`src/rtl/spike_gen_array.sv`:
```
// Multi-channel integrate-and-fire spike generator; optional leak under SPIKE_GEN_LEAK_EN.
// Latency: one cycle from accept to out_valid; back-to-back accepts on one channel are bubble-free.
// Backpressure: in_ready drops when spike_en is low or clear_all is pulsed.
module spike_gen_array #(
    parameter int NUM_CH       = 4,
    parameter int SUM_WIDTH    = 16,
    parameter int POT_WIDTH    = 16,
    parameter int REFRAC_WIDTH = 4,
    localparam int CH_W        = $clog2(NUM_CH)
) (
    input  logic                    clk,
    input  logic                    rst,
    input  logic                    spike_en,
    input  logic                    clear_all,
    input  logic                    in_valid,
    output logic                    in_ready,
    input  logic [CH_W-1:0]         in_ch,
    input  logic [SUM_WIDTH-1:0]    in_sum,
    input  logic [POT_WIDTH-2:0]    threshold,
    input  logic                    reset_mode,
    input  logic [REFRAC_WIDTH-1:0] refrac_period,
`ifdef SPIKE_GEN_LEAK_EN
    input  logic [POT_WIDTH-2:0]    leak,
`endif
    output logic                    out_valid,
    output logic [CH_W-1:0]         out_ch,
    output logic                    out_spike
);

    localparam logic signed [POT_WIDTH:0]   WIDE_MAX = {2'b00, {(POT_WIDTH-1){1'b1}}};
    localparam logic signed [POT_WIDTH:0]   WIDE_MIN = {2'b11, {(POT_WIDTH-1){1'b0}}};
    localparam logic signed [POT_WIDTH-1:0] POT_ZERO = '0;

    logic signed [POT_WIDTH-1:0]  pot_q    [NUM_CH];
    logic signed [POT_WIDTH-1:0]  pot_d    [NUM_CH];
    logic [REFRAC_WIDTH-1:0]      refrac_q [NUM_CH];
    logic [REFRAC_WIDTH-1:0]      refrac_d [NUM_CH];
    logic                         out_valid_q, out_valid_d;
    logic [CH_W-1:0]              out_ch_q, out_ch_d;
    logic                         out_spike_q, out_spike_d;

    logic                         accept;
    logic signed [POT_WIDTH-1:0]  pot_cur;
    logic signed [POT_WIDTH:0]    pot_ext;
    logic signed [POT_WIDTH:0]    sum_ext;
    logic signed [POT_WIDTH:0]    sum_wide;
    logic signed [POT_WIDTH-1:0]  s_sat;
    logic signed [POT_WIDTH-1:0]  thr_ext;
    logic signed [POT_WIDTH-1:0]  idle_pot;
    logic                         fire;
`ifdef SPIKE_GEN_LEAK_EN
    logic signed [POT_WIDTH-1:0]  leak_ext;
    logic signed [POT_WIDTH-1:0]  leak_dn;
    logic signed [POT_WIDTH-1:0]  leak_up;
`endif

    assign in_ready = spike_en & ~clear_all;

    always_comb begin
        accept   = in_valid & in_ready;
        pot_cur  = pot_q[in_ch];
        pot_ext  = {pot_cur[POT_WIDTH-1], pot_cur};
        sum_ext  = {{(POT_WIDTH+1-SUM_WIDTH){in_sum[SUM_WIDTH-1]}}, in_sum};
        sum_wide = pot_ext + sum_ext;
        if (sum_wide > WIDE_MAX) begin
            s_sat = WIDE_MAX[POT_WIDTH-1:0];
        end else if (sum_wide < WIDE_MIN) begin
            s_sat = WIDE_MIN[POT_WIDTH-1:0];
        end else begin
            s_sat = sum_wide[POT_WIDTH-1:0];
        end
        thr_ext = {1'b0, threshold};
        fire    = (s_sat >= thr_ext);
`ifdef SPIKE_GEN_LEAK_EN
        // Leak moves toward zero and stops there; neither direction can overflow.
        leak_ext = {1'b0, leak};
        leak_dn  = s_sat - leak_ext;
        leak_up  = s_sat + leak_ext;
        if (s_sat > POT_ZERO) begin
            idle_pot = (leak_dn > POT_ZERO) ? leak_dn : POT_ZERO;
        end else if (s_sat < POT_ZERO) begin
            idle_pot = (leak_up < POT_ZERO) ? leak_up : POT_ZERO;
        end else begin
            idle_pot = POT_ZERO;
        end
`else
        idle_pot = s_sat;
`endif
    end

    always_comb begin
        pot_d       = pot_q;
        refrac_d    = refrac_q;
        out_valid_d = 1'b0;
        out_ch_d    = out_ch_q;
        out_spike_d = 1'b0;
        if (clear_all) begin
            for (int i = 0; i < NUM_CH; i++) begin
                pot_d[i]    = '0;
                refrac_d[i] = '0;
            end
        end else if (accept) begin
            out_valid_d = 1'b1;
            out_ch_d    = in_ch;
            if (refrac_q[in_ch] != '0) begin
                refrac_d[in_ch] = refrac_q[in_ch] - 1'b1;
            end else if (fire) begin
                out_spike_d     = 1'b1;
                refrac_d[in_ch] = refrac_period;
                pot_d[in_ch]    = reset_mode ? POT_ZERO : (s_sat - thr_ext);
            end else begin
                pot_d[in_ch]    = idle_pot;
            end
        end
    end

    always_ff @(posedge clk or posedge rst) begin
        if (rst) begin
            for (int i = 0; i < NUM_CH; i++) begin
                pot_q[i]    <= '0;
                refrac_q[i] <= '0;
            end
            out_valid_q <= 1'b0;
            out_ch_q    <= '0;
            out_spike_q <= 1'b0;
        end else begin
            pot_q       <= pot_d;
            refrac_q    <= refrac_d;
            out_valid_q <= out_valid_d;
            out_ch_q    <= out_ch_d;
            out_spike_q <= out_spike_d;
        end
    end

    assign out_valid = out_valid_q;
    assign out_ch    = out_ch_q;
    assign out_spike = out_spike_q;

endmodule

```
`config.mk`:
```
export PLATFORM = sky130hd
export DESIGN_NAME = spike_gen_array
export DESIGN_NICKNAME = d
export VERILOG_FILES = /design/src/rtl/spike_gen_array.sv
export SDC_FILE = /design/constraint.sdc
export NUM_CORES = 1
export LEC_CHECK = 0
export CORE_AREA = 3 3 121 123
export CTS_CLUSTER_SIZE = 12
export DETAILED_ROUTE_END_ITERATION = 10
export DIE_AREA = 0 0 124 126
export HOLD_SLACK_MARGIN = 0.08
export PLACE_DENSITY_LB_ADDON = 0.3
export SYNTH_ARGS = -nofsm -noshare
export SYNTH_HDL_FRONTEND = slang
export SYNTH_SLANG_ARGS = --single-unit
```
`constraint.sdc`:
```
create_clock -name clk -period 11.1 [get_ports clk]
set_clock_uncertainty 0.2 [all_clocks]
set_input_delay 2.22 -clock clk [delete_from_list [all_inputs] [get_ports clk]]
set_output_delay 2.22 -clock clk [all_outputs]
set_load 0.05 [all_outputs]
```
## Yosys cells after proc, flatten, opt, wreduce, memory -nomap -nowiden

Index checks and enable logic that the tools add are counted.

| word-level totals | value |
|---|---|
| RAM bits | 0 |
| memories | 0 |
| register bits | 84 |
| output and inout bits | 5 |
| latch bits | 0 |
| memory bits (read-only) | 0 |

| cells by class | value |
|---|---|
| multiplexer cells | 31 |
| bitwise gates (word level) | 4 |
| add/sub/neg operators | 3 |
| magnitude comparators | 5 |
| equal/unequal tests | 1 |
| multiply operators | 0 |
| divide/modulo/power cells | 0 |
| shift-type cells | 0 |
| reduce and logical (&&, ||, !) cells | 7 |

Operator list:

| operator | number |
|---|---|
| 64-bit 2-to-1 mux | 4 |
| 16-bit 2-to-1 mux | 10 |
| 64-bit bitwise mux | 2 |
| 16-bit binary-select mux with 2-bit select | 1 |
| 16-bit bitwise mux | 2 |
| 16-bit demux with 2-bit select | 1 |
| 16-bit by 16-bit adder with 17-bit output | 1 |
| 17-bit by 16-bit greater-than comparator with 1-bit output, second input constant | 1 |
| 17-bit by 16-bit < comparator with 1-bit output, second input constant | 1 |
| 16-bit >= comparator | 1 |
| 16-bit subtractor | 1 |
| 4-bit 2-to-1 mux | 3 |
| 4-bit binary-select mux with 2-bit select | 1 |
| 4-bit demux with 2-bit select | 1 |
| 1-bit 2-to-1 mux | 6 |
| 2-bit AND reduction | 3 |
| 4-bit nonzero test | 1 |
| 4-bit by 1-bit subtractor with 4-bit output, second input constant | 1 |
| 3-bit >= comparator, second input constant | 1 |
| 3-bit by 1-bit < comparator with 1-bit output, second input constant | 1 |
| 2-bit inverter with 3-bit output | 1 |
| 3-bit nonzero test | 1 |
| 1-bit bitwise AND | 2 |
| 2-bit != test, second input constant | 1 |
| other kinds (3) | 3 |

## Logic depth before layout (Yosys ltp)

Gate-level depths: netlist of run 1.

| depth | value |
|---|---|
| depth after elaboration | 15 |
| gate-level depth with buffers | 28 |
| mapped depth without buffers | 24 |

## Worst setup path after synthesis of run 1

OpenSTA, ideal clock, no wires.

| path | value |
|---|---|
| path type | in2reg |
| from | input port in_ch[0] |
| to | register pot_q[18] (netlist bit) |
| path slack | 2530 ps |
| stages | 24 |
| path buffers | 3 |
| data arrival time | 8252 ps |
| cell sequence | clkbuf_1 -> buf_1 -> buf_1 -> mux4_2 -> ha_1 -> and3_1 -> and3_4 -> a211oi_2 -> a21oi_2 -> a2bb2oi_4 -> or3_1 -> a21boi_1 -> ha_1 -> inv_1 -> fa_1 -> a21o_1 -> a21oi_2 -> o211ai_1 -> a211oi_1 -> o31ai_2 -> or2_4 -> and2_4 -> o221a_4 -> a21o_1 |

| on the way | value |
|---|---|
| cells in the longest elaborated chain, start to end | 15 |
| elaborated cells between the ends (all ways) | 29 |
| those cells by class | add/sub (2); order compare (5); eq/ne (1); mux (17); bitwise (1); reduce/logical (3) |

Ends and longest elaborated chain:

| what | line | RTL |
|---|---|---|
| from (decl) | 17 | `input logic [CH_W-1:0] in_ch,` |
| 2-bit inverter with 3-bit output * | - |  |
| 16-bit binary-select mux with 2-bit select | 61 | `pot_cur = pot_q[in_ch];` |
| 16-bit 2-to-1 mux (implied by the code) (2 in a row) | 61 |  |
| 16-bit by 16-bit adder with 17-bit output | 64 | `sum_wide = pot_ext + sum_ext;` |
| 17-bit by 16-bit < comparator with 1-bit output | 67 | `end else if (sum_wide < WIDE_MIN) begin` |
| 16-bit 2-to-1 mux | 67 |  |
| 16-bit 2-to-1 mux | 65 | `if (sum_wide > WIDE_MAX) begin` |
| 16-bit subtractor | 110 | `pot_d[in_ch] = reset_mode ? POT_ZERO : (s_sat - thr_ext);` |
| 16-bit 2-to-1 mux | 110 |  |
| 64-bit bitwise mux | 110 |  |
| 64-bit 2-to-1 mux | 107 | `end else if (fire) begin` |
| 64-bit 2-to-1 mux | 105 | `if (refrac_q[in_ch] != '0) begin` |
| 64-bit 2-to-1 mux | 102 | `end else if (accept) begin` |
| 64-bit 2-to-1 mux | 97 | `if (clear_all) begin` |
| to (signal assigned) | 127 | `pot_q <= pot_d;` |
| to (decl) | 34 | `logic signed [POT_WIDTH-1:0] pot_q [NUM_CH];` |

Every way passes the cells marked *; elsewhere a longest branch is shown, timed or not. The select of a mux whose other input is x is not followed.
A chain may end at the register's enable or synchronous reset.

## Final worst setup path of run 1

| path | value |
|---|---|
| from | input port in_ch[0] |
| to | register refrac_q[8] (netlist bit) |

| on the way | value |
|---|---|
| cells in the longest elaborated chain, start to end | 11 |
| elaborated cells between the ends (all ways) | 28 |
| those cells by class | add/sub (2); order compare (5); mux (16); bitwise (1); reduce/logical (4) |

Ends and longest elaborated chain:

| what | line | RTL |
|---|---|---|
| 2-bit inverter with 3-bit output (implied by the code) * | - |  |
| 16-bit binary-select mux with 2-bit select | 61 |  |
| 16-bit 2-to-1 mux (implied by the code) (2 in a row) | 61 |  |
| 16-bit by 16-bit adder with 17-bit output | 64 |  |
| 17-bit by 16-bit < comparator with 1-bit output | 67 |  |
| 16-bit 2-to-1 mux | 67 |  |
| 16-bit 2-to-1 mux | 65 |  |
| 16-bit >= comparator | 73 | `fire = (s_sat >= thr_ext);` |
| 3-bit nonzero test (no source line) | - |  |
| 2-bit AND reduction (no source line) | - |  |
| to (signal assigned) | 128 | `refrac_q <= refrac_d;` |
| to (decl) | 36 | `logic [REFRAC_WIDTH-1:0] refrac_q [NUM_CH];` |

Marked as above.

==> results of run 1 <==
stage by stage:
step | hold slack, ps | cell area, um^2 | utilization
5_1_grt | 306 | 7010 | 0.509
3_5_place_dp | 269 | 6700 | 0.487
3_3_place_gp | 267 | 6700 | 0.487
2_1_floorplan | 271 | 6120 | -
4_1_cts | 284 | 7010 | 0.509
6_report | 278 | 7010 | 0.509
critical path: stages:
cell and delay (ps):
clkdlybuf4s50_1 1030, buf_4 370, mux4_2 520, ha_1 370
and3_1 210, and3_4 190, a211oi_2 370, o311ai_2 180
a2bb2oi_4 540, or3_1 360, a21boi_0 380, fa_1 290
a21o_1 140, a21oi_2 80, o211ai_1 240, a211oi_1 130
o31ai_2 370, o21a_1 580, o21ai_0 330, a22oi_1 270
nor2_1 60
cell usage after synthesis, drive strengths merged, types with 20 or more instances:
library cell  instances  area [um^2]
nand2                44          165
a21oi                25          133
o21ai                73          369
inv                  30          113
clkbuf               21         78.8
a21o                 24          180
nor2                 51          196
mux4                 20          450
dfrtp                84         2100
ha                   33          413
nand3b               52          390
path summary, 6_finish.rpt:
check,start,to,slack (ps),cells after the start
max,in_ch[0],refrac_q[8],1840,21
max in group asynchronous,rst,pot_q[56],7700,3
min reg2reg,out_ch[1],out_ch[1],280,2
min,out_ch[1],out_ch[1],280,2
min in group asynchronous,rst,pot_q[18],2340,3
max reg2reg,pot_q[1],refrac_q[8],4710,21
logic make-up (layout without fill, tap and decap cells):
group                      count (synthesis)  in the layout  synth area share
AOI/OAI and AO/OA                        199            199             0.239
muxes                                     21             21            0.0752
xor gates and xnor gates                  23             23            0.0329
and+or+nand+nor                          206            206             0.192
adders and majority gates                 36             36            0.0759
buffers and inverters                     64             98            0.0423
DFF                                       84             84             0.343
power groups by stage:
stage	sequential, mW	combinational [mW]	clock [mW]
floorplan	0.329	0.213	0
global placement	0.325	0.284	0
detailed placement	0.326	0.290	0
CTS	0.320	0.292	0.313
global route	0.321	0.323	0.328
finish	0.320	0.293	0.307
flip-flops by register name, indices dropped and copies added (netlist names):
register,count
out_valid,1
out_ch,2
out_spike,1
refrac_q,16
pot_q,64
final cells by class:
type,count,share of cell area
multi-input cells,485,0.536
flip-flops and latches,84,0.300
repair buffers,52,0.0717
clock buffers,9,0.0321
well taps,180,0.0321
inverters,30,0.0162
clock inverters,7,0.0118
metal layers:
layer  GRT usage  vias up
met4      0.0754        0
met2       0.327      150
li1            -     2392
met5           0        -
met1       0.282     2435
met3      0.0355       29
==> flow_summary_export.csv, run 1 <==
group,metric,value,unit
run_status,status,"finished, final reports clean",
global_route,grt_max_degree,85,
pwr,power,0.921,mW
floorplanning,initial_core_util,0.444,
pwr,pwr-share-seq,0.348,
synth,yosysWarnings,0,
floorplanning,rows,43,
cells_and_area,final-seq-area,2100,um^2
pwr,p_per_area,131,nW/um^2
synth,synth_seq_cells,84,
routing,post-route-drc-count,0,
routing,met3RoutedLength,926,um
routing,wl,15500,um
sta,slew_viol_final,0,
routing,wl_met1,6780,um
worst_setup_path,worst_setup_path_start_kind,"input port",
cells_and_area,final_cell_count_no_fill,847,
cells_and_area,layout_commonest_cell,"dfrtp_1",
routing,top_layer_used,"met4",
worst_setup_path,cp.required,11100,ps
routing,drt_iter0_drc,366,
synth,avgSynthCellArea,9.67,um^2
cts,tritoncts,"done",
routing,viasPerCell,5.91,
synth,synth_cell_type_count,73,
run,maxCapViolCount,0,
routing,wl_met2,7360,um
floorplanning,die_w,124,um
sta,rsz0062_at_grt,"false",
floorplanning,boundaryPins,48,
global_route,grt_pass1_wl,25500,um
pwr,p_sw_frac,0.336,
floorplanning,dieArea,15600,um^2
cts,cts_resized,0,
synth,synth_edf_count,0,
synth,synth_nets,711,
worst_setup_path,endpoint_kind,"flop",
cts,htreeDepth,3,
placed_design,place_ws,1460,ps
sta,finalWorstSetupSlack,1840,ps
cells_and_area,multi_input_area,3760,um^2
synth,synthCells,633,
pwr,leakage,3.12,nW
placed_design,post-place-cells,831,
min_path,hp-class,"flop to flop",
synth,netlist_area,6120,um^2
sta,hold_violations,0,
cts,clk_latency,340,ps
worst_setup_path,critPathMaxFanout,27,
cells_and_area,fill_cells,1279,
sta,fin_crit_sh,0.834,
sta,fmax,108,MHz
cts,cts_buffer_depth,2,
sta,tns,0,ps
cells_and_area,fin_nets,740,
cells_and_area,mostFrequentLayoutCells,"dfrtp_1, nand3b_1, nor2_1",
routing,wire_per_inst,18.3,um
sta,finalCriticalPeriod,9260,ps
floorplanning,core_area,13800,um^2
placed_design,dp_hpwl,11300,um
cells_and_area,num_antenna_cells,0,
pwr,p_sw,0.309,mW
global_route,antenna_found_initial,0,
global_route,grtUsageTotal,0.206,
worst_setup_path,cp_data_arrival_time,9260,ps
pwr,peakVddDrop,0.0777,mV
pwr,pwr-share-clk,0.334,
cts,numClockSinks,84,
cts,cts_buffers,9,
worst_setup_path,path_class,"input port to flop",
synth,synthArstFlopShare,1.00,
cts,cts.clk_slew.worst_paths,70,ps
placed_design,place_congestion,0.840,
synth,yosys_most_used_dff,"dfrtp_1",
routing,final_antenna_net_count,0,
sta,tightest_slew,1230,ps
pwr,p_comb_frac,0.319,
routing,drt_pass1_iterations,5,
cells_and_area,area_growth,14.6,%
floorplanning,die_h,126,um
placed_design,portBuffers,47,
routing,vias,5006,
sta,setup_viol,0,
cts,hold_buffers,0,
global_route,gr-total-overflow,0,
cts,cts_setup_buffers,0,
cts,clock-root-buffer,"clkbuf_16",
pwr,internal-power,0.612,mW
sta,relSlewSlack,0.174,
cells_and_area,drive_gt1_frac,0.120,
synth,yosysSeqAreaShare,0.343,
global_route,grt_pass1_vias,5059,
No activity file was read; power rests on OpenSTA's default activity.
==> inputs of run 2 (changes only) <==
- clock period: 11.1 -> 9.7 ns (I/O delays scaled with it)
==> flow_summary_export.csv, run 2 (same netlist as run 1, synthesis figures left out) <==
group,metric,value,unit
run_status,status,"finished, final reports clean",
global_route,grt_max_degree,85,
worst_setup_path,cp.required,9770,ps
sta,fmax,118,MHz
run,maxCapViolCount,0,
routing,drt_iter0_drc,381,
sta,rsz0062_at_grt,"false",
sta,setup_viol,0,
placed_design,place_congestion,0.910,
pwr,pwr-share-seq,0.342,
worst_setup_path,r2r_cells,21,
global_route,grt_pass1_vias,5124,
cts,cts_setup_buffers,0,
worst_setup_path,worst_setup_path_start_kind,"input port",
worst_setup_path,critPathMaxFanout,13,
cts,cts_resized,0,
routing,post-route-drc-count,0,
min_path,hp-class,"flop to flop",
cts,clock-root-buffer,"clkbuf_16",
cts,clk_latency,340,ps
sta,tns,0,ps
cts,hold_buffers,0,
routing,drt_pass1_iterations,5,
sta,relSlewSlack,0.230,
floorplanning,dieArea,15600,um^2
pwr,pwr-share-clk,0.344,
floorplanning,die_w,124,um
pwr,p_sw_frac,0.318,
cells_and_area,mostFrequentLayoutCells,"dfrtp_1, nand3b_1, nor2_1",
sta,finalCriticalPeriod,8510,ps
placed_design,place_ws,827,ps
pwr,p_per_area,152,nW/um^2
floorplanning,die_h,126,um
routing,viasPerCell,5.91,
cts,numClockSinks,84,
routing,wire_per_inst,18.1,um
global_route,grtUsageTotal,0.203,
cells_and_area,drive_gt1_frac,0.125,
worst_setup_path,cp_data_arrival_time,8580,ps
cells_and_area,fin_nets,745,
pwr,p_comb_frac,0.314,
worst_setup_path,path_class,"input port to flop",
cts,cts_buffer_depth,2,
sta,hold_violations,0,
pwr,p_sw,0.341,mW
floorplanning,initial_core_util,0.444,
floorplanning,boundaryPins,48,
global_route,grt_pass1_wl,25300,um
floorplanning,rows,43,
routing,final_antenna_net_count,0,
pwr,leakage,3.14,nW
min_path,hold_path_depth,2,
global_route,gr-total-overflow,0,
sta,tightest_slew,1150,ps
worst_setup_path,endpoint_kind,"flop",
routing,wl,15400,um
cells_and_area,largest_reg_flops,64,
cells_and_area,layout_commonest_cell,"dfrtp_1",
cts,htreeDepth,3,
sta,slew_viol_final,0,
pwr,internal-power,0.731,mW
placed_design,dp_hpwl,11400,um
cts,cts.clk_slew.worst_paths,60,ps
global_route,antenna_found_initial,0,
sta,finalWorstSetupSlack,1190,ps
cells_and_area,num_antenna_cells,0,
cts,tritoncts,"done",
cells_and_area,largest-register,"pot_q",
cells_and_area,area_growth,15.5,%
floorplanning,core_area,13800,um^2
cts,cts_buffers,9,
placed_design,portBuffers,47,
sta,fin_crit_sh,0.877,
pwr,peakVddDrop,0.0894,mV
routing,vias,5035,
==> run 2: cell count changes in the layout (fill, tap and decap cells not counted) <==
cell	delta
buf_4	+5
inv_8	-2
bufinv_16	+1
clkbuf_1	+1
clkbuf_8	+1
clkinv_2	-1
clkinv_4	-1
clkinvlp_4	+1
==> run 2: path summary, 6_finish.rpt <==
| kind | startpoint | end | slack (ps) |
|---|---|---|---|
| max in group asynchronous | rst | pot_q[11] | 6570 |
| setup / recovery | in_ch[0] | refrac_q[9] | 1190 |
| min in group asynchronous | rst | pot_q[4] | 2040 |
| hold / removal | out_ch[1] | out_ch[1] | 290 |
| setup reg to reg | pot_q[6] | refrac_q[9] | 3510 |
| hold reg to reg | out_ch[1] | out_ch[1] | 290 |
==> run 2: metrics by stage <==
stage / std cells / util / hold slack (ps) / power [mW] / instance area, um^2
floorplan: 633 / - / 271 / 0.620 / 6120
global placement: 836 / 0.489 / 273 / 0.697 / 6740
detailed placement: 836 / 0.489 / 271 / 0.704 / 6740
CTS: 852 / 0.513 / 290 / 1.08 / 7070
global route: 852 / 0.513 / 307 / 1.13 / 7070
finish: 852 / 0.513 / 286 / 1.07 / 7070
==> run 2: area by class of cell <==
class                      count  area, um^2
clock inverter                 5        83.8
multi-input combinational    485        3760
sequential                    84        2100
fill                        1251        6710
clock buffer                  11         243
tap                          180         225
inverter                      30         114
timing repair buffer          57         541
==> run 2: critical path: stages <==
cell	delay, ps
clkdlybuf4s50_1	970
buf_4	320
mux4_2	540
ha_1	380
o21a_1	200
nor2_1	250
a221o_1	220
a21oi_2	50
a2bb2oi_4	210
or3_1	490
a21boi_1	220
ha_1	180
inv_1	50
fa_1	400
a21o_1	210
a21oi_2	230
o211ai_1	140
a211oi_1	310
o31ai_2	140
o21a_1	320
o21ai_0	510
a22oi_1	180
nor2_1	100
==> run 2: per-layer routing <==
| metal | track usage | vias up | part of all wire |
|---|---|---|---|
| li1 | - | 2406 | - |
| met4 | 0.0599 | 0 | 0.022 |
| met5 | 0 | - | 0 |
| met1 | 0.268 | 2448 | 0.44 |
| met2 | 0.344 | 149 | 0.49 |
| met3 | 0.0314 | 32 | 0.050 |
==> run 2: power by group through the flow <==
stage | clock (mW) | sequential [mW] | combinational (mW)
after global placement | 0 | 0.372 | 0.324
after CTS | 0.374 | 0.366 | 0.335
after floorplan | 0 | 0.377 | 0.243
final | 0.368 | 0.367 | 0.337
after global routing | 0.392 | 0.367 | 0.369
after detailed placement | 0 | 0.373 | 0.332
==> inputs of run 3 (changes only) <==
- CAP_MARGIN: not set -> 10
- CELL_PAD_IN_SITES_DETAIL_PLACEMENT: not set -> 1
- CELL_PAD_IN_SITES_GLOBAL_PLACEMENT: not set -> 1
- clock period: 9.7 -> 10 ns (I/O delays scaled with it)
==> flow_summary_export.csv, run 3 (same netlist as run 1, synthesis figures left out) <==
group,metric,value,unit
global_route,grt_pass1_wl,28900,um
cts,clock-root-buffer,"clkbuf_16",
pwr,leakage,3.12,nW
routing,drt_pass1_iterations,5,
routing,wire_per_inst,20.9,um
sta,rsz0062_at_grt,"false",
floorplanning,core_area,13800,um^2
sta,setup_viol,0,
floorplanning,die_h,126,um
worst_setup_path,worst_setup_path_start_kind,"input port",
placed_design,place_congestion,0.865,
global_route,grt_pass1_vias,5630,
pwr,power,1.02,mW
global_route,gr-total-overflow,0,
sta,relSlewSlack,0.231,
worst_setup_path,cp_slowest_cell,"clkdlybuf4s50_1",
routing,viasPerCell,6.03,
cells_and_area,layout_commonest_cell,"dfrtp_1",
floorplanning,boundaryPins,48,
routing,post-route-drc-count,0,
cts,cts_resized,0,
sta,tightest_slew,1140,ps
routing,drt_iter0_drc,340,
cells_and_area,fin_nets,743,
run,maxCapViolCount,0,
worst_setup_path,cp_data_arrival_time,8670,ps
sta,hold_violations,0,
worst_setup_path,cpPeakStageDelay,840,ps
floorplanning,rows,43,
sta,slew_viol_final,0,
floorplanning,die_w,124,um
sta,fmax,115,MHz
worst_setup_path,path_class,"input port to flop",
cts,htreeDepth,3,
worst_setup_path,cp.required,9990,ps
worst_setup_path,cp_top_family,"compound AO/OA/AOI/OAI gates",
cts,cts_buffer_depth,2,
pwr,p_per_area,146,nW/um^2
sta,fin_crit_sh,0.868,
cells_and_area,largest_reg_flops,64,
cells_and_area,drive_gt1_frac,0.119,
floorplanning,dieArea,15600,um^2
sta,tns,0,ps
placed_design,portBuffers,47,
cells_and_area,final_cell_count_no_fill,850,
cells_and_area,largest-register,"pot_q",
sta,finalCriticalPeriod,8680,ps
global_route,grtUsageTotal,0.235,
routing,vias,5125,
cts,cts_buffers,9,
floorplanning,initial_core_util,0.444,
placed_design,dp_hpwl,13100,um
cts,clk_latency,340,ps
cts,numClockSinks,84,
worst_setup_path,crit_buf_inv,2,
placed_design,post-place-cells,834,
cts,cts.clk_slew.worst_paths,60,ps
cts,hold_buffers,0,
pwr,peakVddDrop,0.129,mV
routing,wl,17700,um
cells_and_area,num_antenna_cells,0,
cts,tritoncts,"done",
cells_and_area,fill_cells,1572,
cells_and_area,mostFrequentLayoutCells,"dfrtp_1, nand3b_1, nor2_1",
cells_and_area,area_growth,14.7,%
worst_setup_path,endpoint_kind,"flop",
min_path,hp-class,"flop to flop",
cts,cts_setup_buffers,0,
worst_setup_path,path_cells,"clkdlybuf4s50_1, buf_4, mux4_2, ha_1, and3_1, and3_4, a211oi_2, o311ai_2, a2bb2oi_4, or3_1, a21boi_0, fa_1, a21o_1, a21oi_2, o211ai_1, a211oi_1, o31ai_2, o21a_1, o21ai_0, a32oi_1, nor2_1",
global_route,antenna_found_initial,0,
run_status,status,"finished, final reports clean",
worst_setup_path,critPathMaxFanout,27,
global_route,grt_max_degree,85,
routing,final_antenna_net_count,0,
run 3: tightest hold or removal path, cell delays in order (launching register included):
cell and delay, ps:
dfrtp_1 340, nand2_1 50, nand2_1 50
run 3: power by group:
group	leakage [nW]	total [mW]	switching (mW)	internal, mW
Combinational	1.82	0.335	0.203	0.132
Clock	0.140	0.335	0.134	0.201
Sequential	1.16	0.356	0.00550	0.350
run 3: path summary, 6_finish.rpt:
kind                       cells past startpoint  slack (ps)       from     endpoint
max in group asynchronous                      3        6780        rst    pot_q[41]
min                                            2         280  out_ch[1]    out_ch[1]
max                                           21        1320   in_ch[1]  refrac_q[2]
min in group asynchronous                      3        2130        rst    pot_q[53]
min reg2reg                                    2         280  out_ch[1]    out_ch[1]
max reg2reg                                   19        3570   pot_q[6]  refrac_q[2]
run 3: per-layer routing:
layer | part of all wire | wire length, um | GRT usage | vias to the layer above
met3 | 0.037 | 654 | 0.0364 | 25
met5 | 0 | 0 | 0 | -
met4 | 0.025 | 449 | 0.0851 | 0
met2 | 0.51 | 9060 | 0.407 | 85
li1 | - | - | - | 2387
met1 | 0.43 | 7570 | 0.294 | 2628
run 3: per-stage QoR:
step,area [um^2],setup WS (ps),utilization,hold WS (ps)
finish,7020,1320,0.510,278
global route,7020,726,0.510,326
CTS,7020,1310,0.510,280
detailed placement,6730,990,0.488,266
global placement,6730,1210,0.488,266
floorplan,6120,1650,-,271
run 3: layout make-up:
type / count / area (um^2) / area share
inverter: 30 / 114 / 0.0162
multi-input combinational: 485 / 3760 / 0.535
sequential: 84 / 2100 / 0.299
tap: 180 / 225 / 0.0321
clock buffer: 13 / 250 / 0.0356
clock inverter: 3 / 46.3 / 0.00659
timing repair buffer: 55 / 526 / 0.0748
